## src/rtl/fpu_mul_sequencer.sv

```systemverilog
// Operand-issue and result-capture front end for the Top_Mul single-precision multiplier.
// Unpacks an accepted operand pair, waits MUL_LAT cycles, then holds the packed result and flags.
module fpu_mul_sequencer #(
    parameter int unsigned MUL_LAT = 1
) (
    input  logic        CLK,
    input  logic        RST,
    input  logic        in_valid,
    output logic        in_ready,
    input  logic [31:0] in_a,
    input  logic [31:0] in_b,
    input  logic [1:0]  in_rmode,
    output logic        Sx,
    output logic [7:0]  Ex,
    output logic [22:0] Mx,
    output logic        Sy,
    output logic [7:0]  Ey,
    output logic [22:0] My,
    output logic [1:0]  R_mode,
    output logic [1:0]  Mul_enable,
    input  logic        Sz,
    input  logic [7:0]  Ez,
    input  logic [22:0] Mz,
    input  logic        invalid_flag,
    input  logic        overflow_flag,
    input  logic        underflow_flag,
    input  logic        inexact_flag,
    input  logic        zero_flag,
    output logic        out_valid,
    input  logic        out_ready,
    output logic [31:0] out_result,
    output logic [4:0]  out_flags,
    output logic [4:0]  sticky_flags,
    input  logic        flags_clr
);

    typedef enum logic [1:0] {IDLE, EXEC, DONE} state_t;

    localparam logic [3:0] LAT_LOAD = 4'(MUL_LAT);

    state_t     state, state_nxt;
    logic [3:0] lat_cnt;
    logic       accept;
    logic       capture;
    logic [4:0] mul_flags;

    assign mul_flags = {invalid_flag, overflow_flag, underflow_flag, inexact_flag, zero_flag};

    // NOTE: every signal driven here gets a default before the case, so no path can infer a latch.
    always_comb begin
        state_nxt  = state;
        accept     = 1'b0;
        capture    = 1'b0;
        in_ready   = 1'b0;
        out_valid  = 1'b0;
        Mul_enable = 2'b00;
        case (state)
            IDLE: begin
                in_ready = 1'b1;
                if (in_valid) begin
                    accept    = 1'b1;
                    state_nxt = EXEC;
                end
            end
            EXEC: begin
                Mul_enable = 2'b01;
                // Last execute cycle: the multiplier outputs are valid at this edge.
                if (lat_cnt == 4'd1) begin
                    capture   = 1'b1;
                    state_nxt = DONE;
                end
            end
            DONE: begin
                out_valid = 1'b1;
                if (out_ready) state_nxt = IDLE;
            end
            default: state_nxt = IDLE;
        endcase
    end

    // NOTE: registers use non-blocking assignments so every flop samples pre-edge values.
    always_ff @(posedge CLK or posedge RST) begin
        if (RST) begin
            state   <= IDLE;
            lat_cnt <= '0;
        end else begin
            state <= state_nxt;
            if (accept)
                lat_cnt <= LAT_LOAD;
            else if (state == EXEC)
                lat_cnt <= lat_cnt - 4'd1;
        end
    end

    // Operand fields change only on acceptance and hold through EXEC and DONE.
    always_ff @(posedge CLK or posedge RST) begin
        if (RST) begin
            Sx     <= 1'b0;
            Ex     <= '0;
            Mx     <= '0;
            Sy     <= 1'b0;
            Ey     <= '0;
            My     <= '0;
            R_mode <= '0;
        end else if (accept) begin
            Sx     <= in_a[31];
            Ex     <= in_a[30:23];
            Mx     <= in_a[22:0];
            Sy     <= in_b[31];
            Ey     <= in_b[30:23];
            My     <= in_b[22:0];
            R_mode <= in_rmode;
        end
    end

    always_ff @(posedge CLK or posedge RST) begin
        if (RST) begin
            out_result <= '0;
            out_flags  <= '0;
        end else if (capture) begin
            out_result <= {Sz, Ez, Mz};
            out_flags  <= mul_flags;
        end
    end

    // A clear coinciding with a capture keeps only the new flags.
    always_ff @(posedge CLK or posedge RST) begin
        if (RST)
            sticky_flags <= '0;
        else if (capture)
            sticky_flags <= flags_clr ? mul_flags : (sticky_flags | mul_flags);
        else if (flags_clr)
            sticky_flags <= '0;
    end

endmodule

```

## config.mk

```make
export PLATFORM = sky130hd
export DESIGN_NAME = fpu_mul_sequencer
export DESIGN_NICKNAME = d
export VERILOG_FILES = /design/src/rtl/fpu_mul_sequencer.sv
export SDC_FILE = /design/constraint.sdc
export NUM_CORES = 1
export LEC_CHECK = 0
export BUFFER_PORTS_ARGS = -buffer_cell sky130_fd_sc_hd__clkbuf_2
export CORE_MARGIN = 5
export CORE_UTILIZATION = 30
export CTS_BUF_LIST = sky130_fd_sc_hd__clkbuf_8 sky130_fd_sc_hd__clkbuf_16
export CTS_CLUSTER_DIAMETER = 60
export DETAILED_ROUTE_END_ITERATION = 8
export REMOVE_ABC_BUFFERS = 1
export SYNTH_ARGS = -nofsm -noshare
export SYNTH_HDL_FRONTEND = slang
export SYNTH_SLANG_ARGS = --single-unit
```

## constraint.sdc

```tcl
create_clock -name CLK -period 4.8 [get_ports CLK]
set_clock_uncertainty 0.2 [all_clocks]
set_input_delay 0.96 -clock CLK [delete_from_list [all_inputs] [get_ports CLK]]
set_output_delay 0.96 -clock CLK [all_outputs]
set_load 0.05 [all_outputs]
```

==> impl_metrics.yaml, run 1 <==
min_path:
  holdPathStages: 1
  hp-class: "reg -> reg"
placement:
  dpl_cell_area_sq_um: 5930
  io_buffers: 218
  place_congestion: 0.705
  dp.final_hpwl_mm: 7.72
  placed_cells: 692
critical_path:
  crit_path_end: "Mul_enable[0]"
  crit_required_ps: 3640
  r2r-start: "lat_cnt[1]$_DFFE_PP0P_"
  crit_start: "state[1]$_DFFE_PP0P_"
  r2r_setup_slack_ps: 2300
  crit_arrival_ps: 1560
  reg2reg_depth: 5
  end_kind: "output pin"
  start_kind: "register"
  path_class: "reg -> out"
  path_max_fanout: 8
  r2r_end: "out_result[16]$_DFFE_PP0P_"
route:
  wl_per_cell_um: 14.5
  drt_iter0_markers: 74
  routed_via_density: 4.14
  vias: 2995
  drtAntennaViolNets: 0
  wirelength_mm: 10.5
  firstDrtPassIters: 4
  drcViolationCount: 0
clocking:
  clk_latency_ps: 400
  cts.sinks: 114
  ctsHoldBuffers: 0
  cts_buffers: 17
  cts_htree_levels: 4
  post-cts-setup-buffers: 0
  clk_pin_slew_ps: 50
  clockBufferDepth: 2
  cts_tree: "yes"
  cts_resized: 0
  clockRootBuffer: "clkbuf_16"
timing:
  setup_viol: 0
  finalSetupTns_ps: 0
  slew_headroom_pct: 32.6
  rsz0062_at_grt: "no"
  hold_violations: 0
  drv_slew: 0
  fin_crit_ps: 2720
  tightest_slew_ps: 1010
  holdWs_ps: 287
  fmax_mhz: 368
  fin_crit_sh_pct: 56.6
finish:
  final_cell_mix: "clkbuf_2 (218), dfrtp_1 (114), mux2_4 (79), mux2_2 (19), clkbuf_16 (17)"
  drive_above_1_share_pct: 70.2
  multi_input_area_sq_um: 1650
  final_nets: 610
  final_common_cell: "clkbuf_2"
  finalNonFillerCells: 724
  insertedDiodeCount: 0
  syn_to_final_growth_pct: 40.7
  finalInstanceArea_sq_um: 6570
  n_fill_cell: 1371
  regArea_sq_um: 2850
global_route:
  grt_pass1_wl_mm: 16.7
  met1_usage_pct: 15.2
  grt_overflow: 0
  met3_usage_pct: 5.14
  grt_usage_pct: 11.8
  antenna_found_initial: 0
  grt_pass1_vias: 3264
  use_met2_pct: 17.3
  top_usage_layer: "met2"
  grt_max_degree: 42
logic_synthesis:
  yosysWarnings: 0
  synth.top_cell.area_share_pct: 61.1
  ys_seq_elements: 114
  synth.avg_cell_area_sq_um: 17.2
  synth_largest_area_cell: "dfrtp_1"
  synth_cells: 272
  synth_flop_cell: "dfrtp_1"
  syn_area_sq_um: 4670
  ys_seq_area_share_pct: 61.1
  netlist_top_cells_area: "dfrtp_1 (61%), mux2_4 (25%), mux2_2 (4.6%)"
  async_reset_ff_share_pct: 100
  synth_edf_count: 0
  ys_types: 22
floorplanning:
  die_h_um: 135
  initial_core_util_pct: 30.6
  die-area_sq_um: 18200
  fp.coreArea_sq_um: 15300
  fp.dieW_um: 135
  io_pins: 220
  fp-row-count: 45
outcome:
  outcome: "complete, no violations"
job:
  cap_viol_max_count: 0
-- state kept, by name (all words and copies together), names as in the netlist, 4 cells and up --
signal        flops
Ey                8
My               23
Mx               23
out_result       32
lat_cnt           4
out_flags         5
Ex                8
sticky_flags      5
-- metal layers --
metal	wire, um	vias up
li1	-	1396
met1	4650	1441
met2	4660	148
met3	1010	10
met4	154	0
met5	0	-
-- synth_stat cells, types with 2 or more instances --
cell and count:
ha_1 2, a21bo_2 5, nor2_1 3, dfrtp_1 114
mux2_2 19, o21ai_0 10, inv_1 9, mux2_4 79
buf_2 2, buf_6 10, nand3_1 7, nand2b_1 2
-- metrics by stage --
step | setup slack, ps | util, %
after floorplan | 624 | -
after global placement | 2120 | 38.9
final | 2080 | 43.1
after global routing | 1980 | 43.1
after detailed placement | 2110 | 38.9
after CTS | 2060 | 43.1
-- layout make-up --
cell class,count,area share (%)
Tap cell,211,4.02
Inverter,10,0.610
Sequential cell,114,43.4
Multi-Input combinational cell,135,25.1
Clock buffer,21,7.31
Clock inverter,11,2.42
Timing Repair Buffer,222,17.1
-- cells by family (layout without fill, tap and decap cells) --
| group | count (synthesis) | count (layout) | synth area share (%) |
|---|---|---|---|
| flip-flops | 114 | 114 | 61.1 |
| adder cells (fa/ha/maj) | 2 | 2 | 0.536 |
| AO/OA/AOI/OAI | 15 | 15 | 2.14 |
| other | 1 | 1 | 0.0803 |
| buffers and inverters | 23 | 264 | 3.59 |
| multiplexers | 99 | 99 | 30.2 |
| AND/OR/NAND/NOR | 18 | 18 | 2.36 |
-- critical path, stage by stage, from the launching register on --
cell and delay [ps]:
dfrtp_1 410, nand2b_1 240, inv_2 190, clkbuf_2 310
-- worst min-delay path by stage --
stage / end / startpoint / slack, ps
6_report: out_flags[0]$_DFFE_PP0P_ / out_flags[0]$_DFFE_PP0P_ / 290
5_1_grt: out_flags[0]$_DFFE_PP0P_ / out_flags[0]$_DFFE_PP0P_ / 300
4_1_cts: out_flags[0]$_DFFE_PP0P_ / out_flags[0]$_DFFE_PP0P_ / 290
3_5_place_dp: out_flags[0]$_DFFE_PP0P_ / out_flags[0]$_DFFE_PP0P_ / 280
3_3_place_gp: out_flags[4]$_DFFE_PP0P_ / out_flags[4]$_DFFE_PP0P_ / 270
2_1_floorplan: lat_cnt[1]$_DFFE_PP0P_ / lat_cnt[1]$_DFFE_PP0P_ / 290
Power of run 1 is left out: the tool's default activity adds up to more than one toggle a clock period on the data nets, which glitch-free logic cannot reach.
==> inputs of run 2 (changes only) <==
==> constraint.sdc (replaced) <==
create_clock -name CLK -period 2.5 [get_ports CLK]
set_clock_uncertainty 0.2 [all_clocks]
set_input_delay 0.5 -clock CLK [delete_from_list [all_inputs] [get_ports CLK]]
set_output_delay 0.5 -clock CLK [all_outputs]
set_load 0.05 [all_outputs]
==> run 2 against run 1 <==
Global-route usage grew 0.19 points. Via count grew 0.17%. Register-to-register slack lost 1800 ps. First-iteration DRC count grew 27%. Design area shrank 0.27%. Critical path depth is the same. Sequential cell count is the same. Largest cell class unchanged.
==> impl_metrics.yaml, run 2 (synthesized netlist as in run 1, its figures left out) <==
timing:
  fin_crit_ps: 2250
  fmax_mhz: 444
  rsz0062_at_grt: "no"
  drv_slew: 0
  setup_viol: 0
  hold_violations: 0
  fin_crit_sh_pct: 90.1
  tightest_slew_ps: 631
  finalSetupTns_ps: 0
  slew_headroom_pct: 57.9
finish:
  final_nets: 612
  regMostFlops: "out_result"
  drive_above_1_share_pct: 69.9
  insertedDiodeCount: 0
  syn_to_final_growth_pct: 40.3
  final_common_cell: "clkbuf_2"
  final_cell_mix: "clkbuf_2 (218), dfrtp_1 (114), mux2_4 (79), mux2_2 (19), clkbuf_16 (17)"
  largestRegisters: "out_result x32, Mx x23, My x23"
  finalNonFillerCells: 723
  largest_reg_flops: 32
  n_fill_cell: 1413
critical_path:
  path_class: "reg -> out"
  crit_chain: "nand2b_1, inv_2, clkbuf_2"
  reg2reg_depth: 6
  crit_required_ps: 1800
  start_kind: "register"
  path_max_fanout: 8
  end_kind: "output pin"
  worst_path_max_delay_cell: "dfrtp_1"
  r2r-start: "lat_cnt[1]$_DFFE_PP0P_"
  r2r_end: "out_result[22]$_DFFE_PP0P_"
  crit_arrival_ps: 1550
  r2r_setup_slack_ps: 460
  worst_path_largest_cell_delay_ps: 410
route:
  firstDrtPassIters: 4
  drtAntennaViolNets: 0
  routed_via_density: 4.15
  drt_iter0_markers: 94
  wirelength_mm: 10.7
  vias: 3000
  drcViolationCount: 0
  wl_per_cell_um: 14.8
clocking:
  cts_buffers: 17
  post-cts-setup-buffers: 0
  cts_tree: "yes"
  clockRootBuffer: "clkbuf_16"
  clk_latency_ps: 400
  cts.sinks: 114
  ctsHoldBuffers: 0
  cts_resized: 0
  cts_htree_levels: 4
  clk_pin_slew_ps: 50
  clockBufferDepth: 2
min_path:
  hp-class: "in -> async"
floorplanning:
  die_h_um: 135
  io_pins: 220
  die-area_sq_um: 18200
  initial_core_util_pct: 30.6
  fp.dieW_um: 135
  fp-row-count: 45
  fp.coreArea_sq_um: 15300
global_route:
  antenna_found_initial: 0
  grt_usage_pct: 12.0
  grt_pass1_wl_mm: 16.9
  grt_max_degree: 115
  grt_overflow: 0
  grt_pass1_vias: 3376
placement:
  dp.final_hpwl_mm: 7.75
  place_congestion: 0.679
  io_buffers: 218
  placed_cells: 694
job:
  cap_viol_max_count: 0
outcome:
  outcome: "complete, no violations"
run 2: cell types whose count changed in the layout (fill, tap and decap cells not counted):
cell / before / now
inv_1: 10 / 11
clkinv_2: 3 / 2
bufinv_16: 4 / 2
buf_4: 4 / 3
buf_12: 0 / 3
clkinv_4: 1 / 0
run 2: metal layers:
metal  vias up  part of all wire [%]  track usage, %
met5         -                     0               0
met4         0                   1.9            4.64
met3        13                    10            5.96
met2       159                    44            17.9
met1      1420                    43            14.8
li1       1408                     -               -
run 2: worst max-delay path, delay by kind of cell (launching register included):
kind / cells / cell delay (ps)
flops: 1 / 410
buf+inv: 2 / 500
simple gates: 1 / 240
run 2: how the worst max path moves through the flow:
stage	startpoint	to	slack [ps]
6_report	state[1]$_DFFE_PP0P_	Mul_enable[0]	250
3_3_place_gp	lat_cnt[1]$_DFFE_PP0P_	out_result[19]$_DFFE_PP0P_	460
5_1_grt	state[1]$_DFFE_PP0P_	Mul_enable[0]	120
3_5_place_dp	lat_cnt[1]$_DFFE_PP0P_	out_result[22]$_DFFE_PP0P_	470
4_1_cts	state[1]$_DFFE_PP0P_	Mul_enable[0]	220
2_1_floorplan	RST	Ex[0]$_DFFE_PP0P_	-1220
run 2: cell type report:
class | instances | area (sq um) | area share, %
clock buffer | 21 | 480 | 7.33
clock inverter | 8 | 88.8 | 1.36
inverter | 10 | 40.0 | 0.611
multi-input combinational | 135 | 1650 | 25.2
sequential | 114 | 2850 | 43.5
tap | 211 | 264 | 4.03
timing repair buffer | 224 | 1170 | 17.9
run 2: through the flow:
stage	utilization (%)	setup WS (ps)	hold slack, ps	area (sq um)
floorplan	-	-1220	292	4540
global placement	39.2	458	277	5980
detailed placement	39.2	473	279	5980
CTS	42.9	218	62.2	6550
global route	42.9	120	88.4	6550
finish	42.9	246	12.2	6550
Power of run 2 is left out for the same reason.
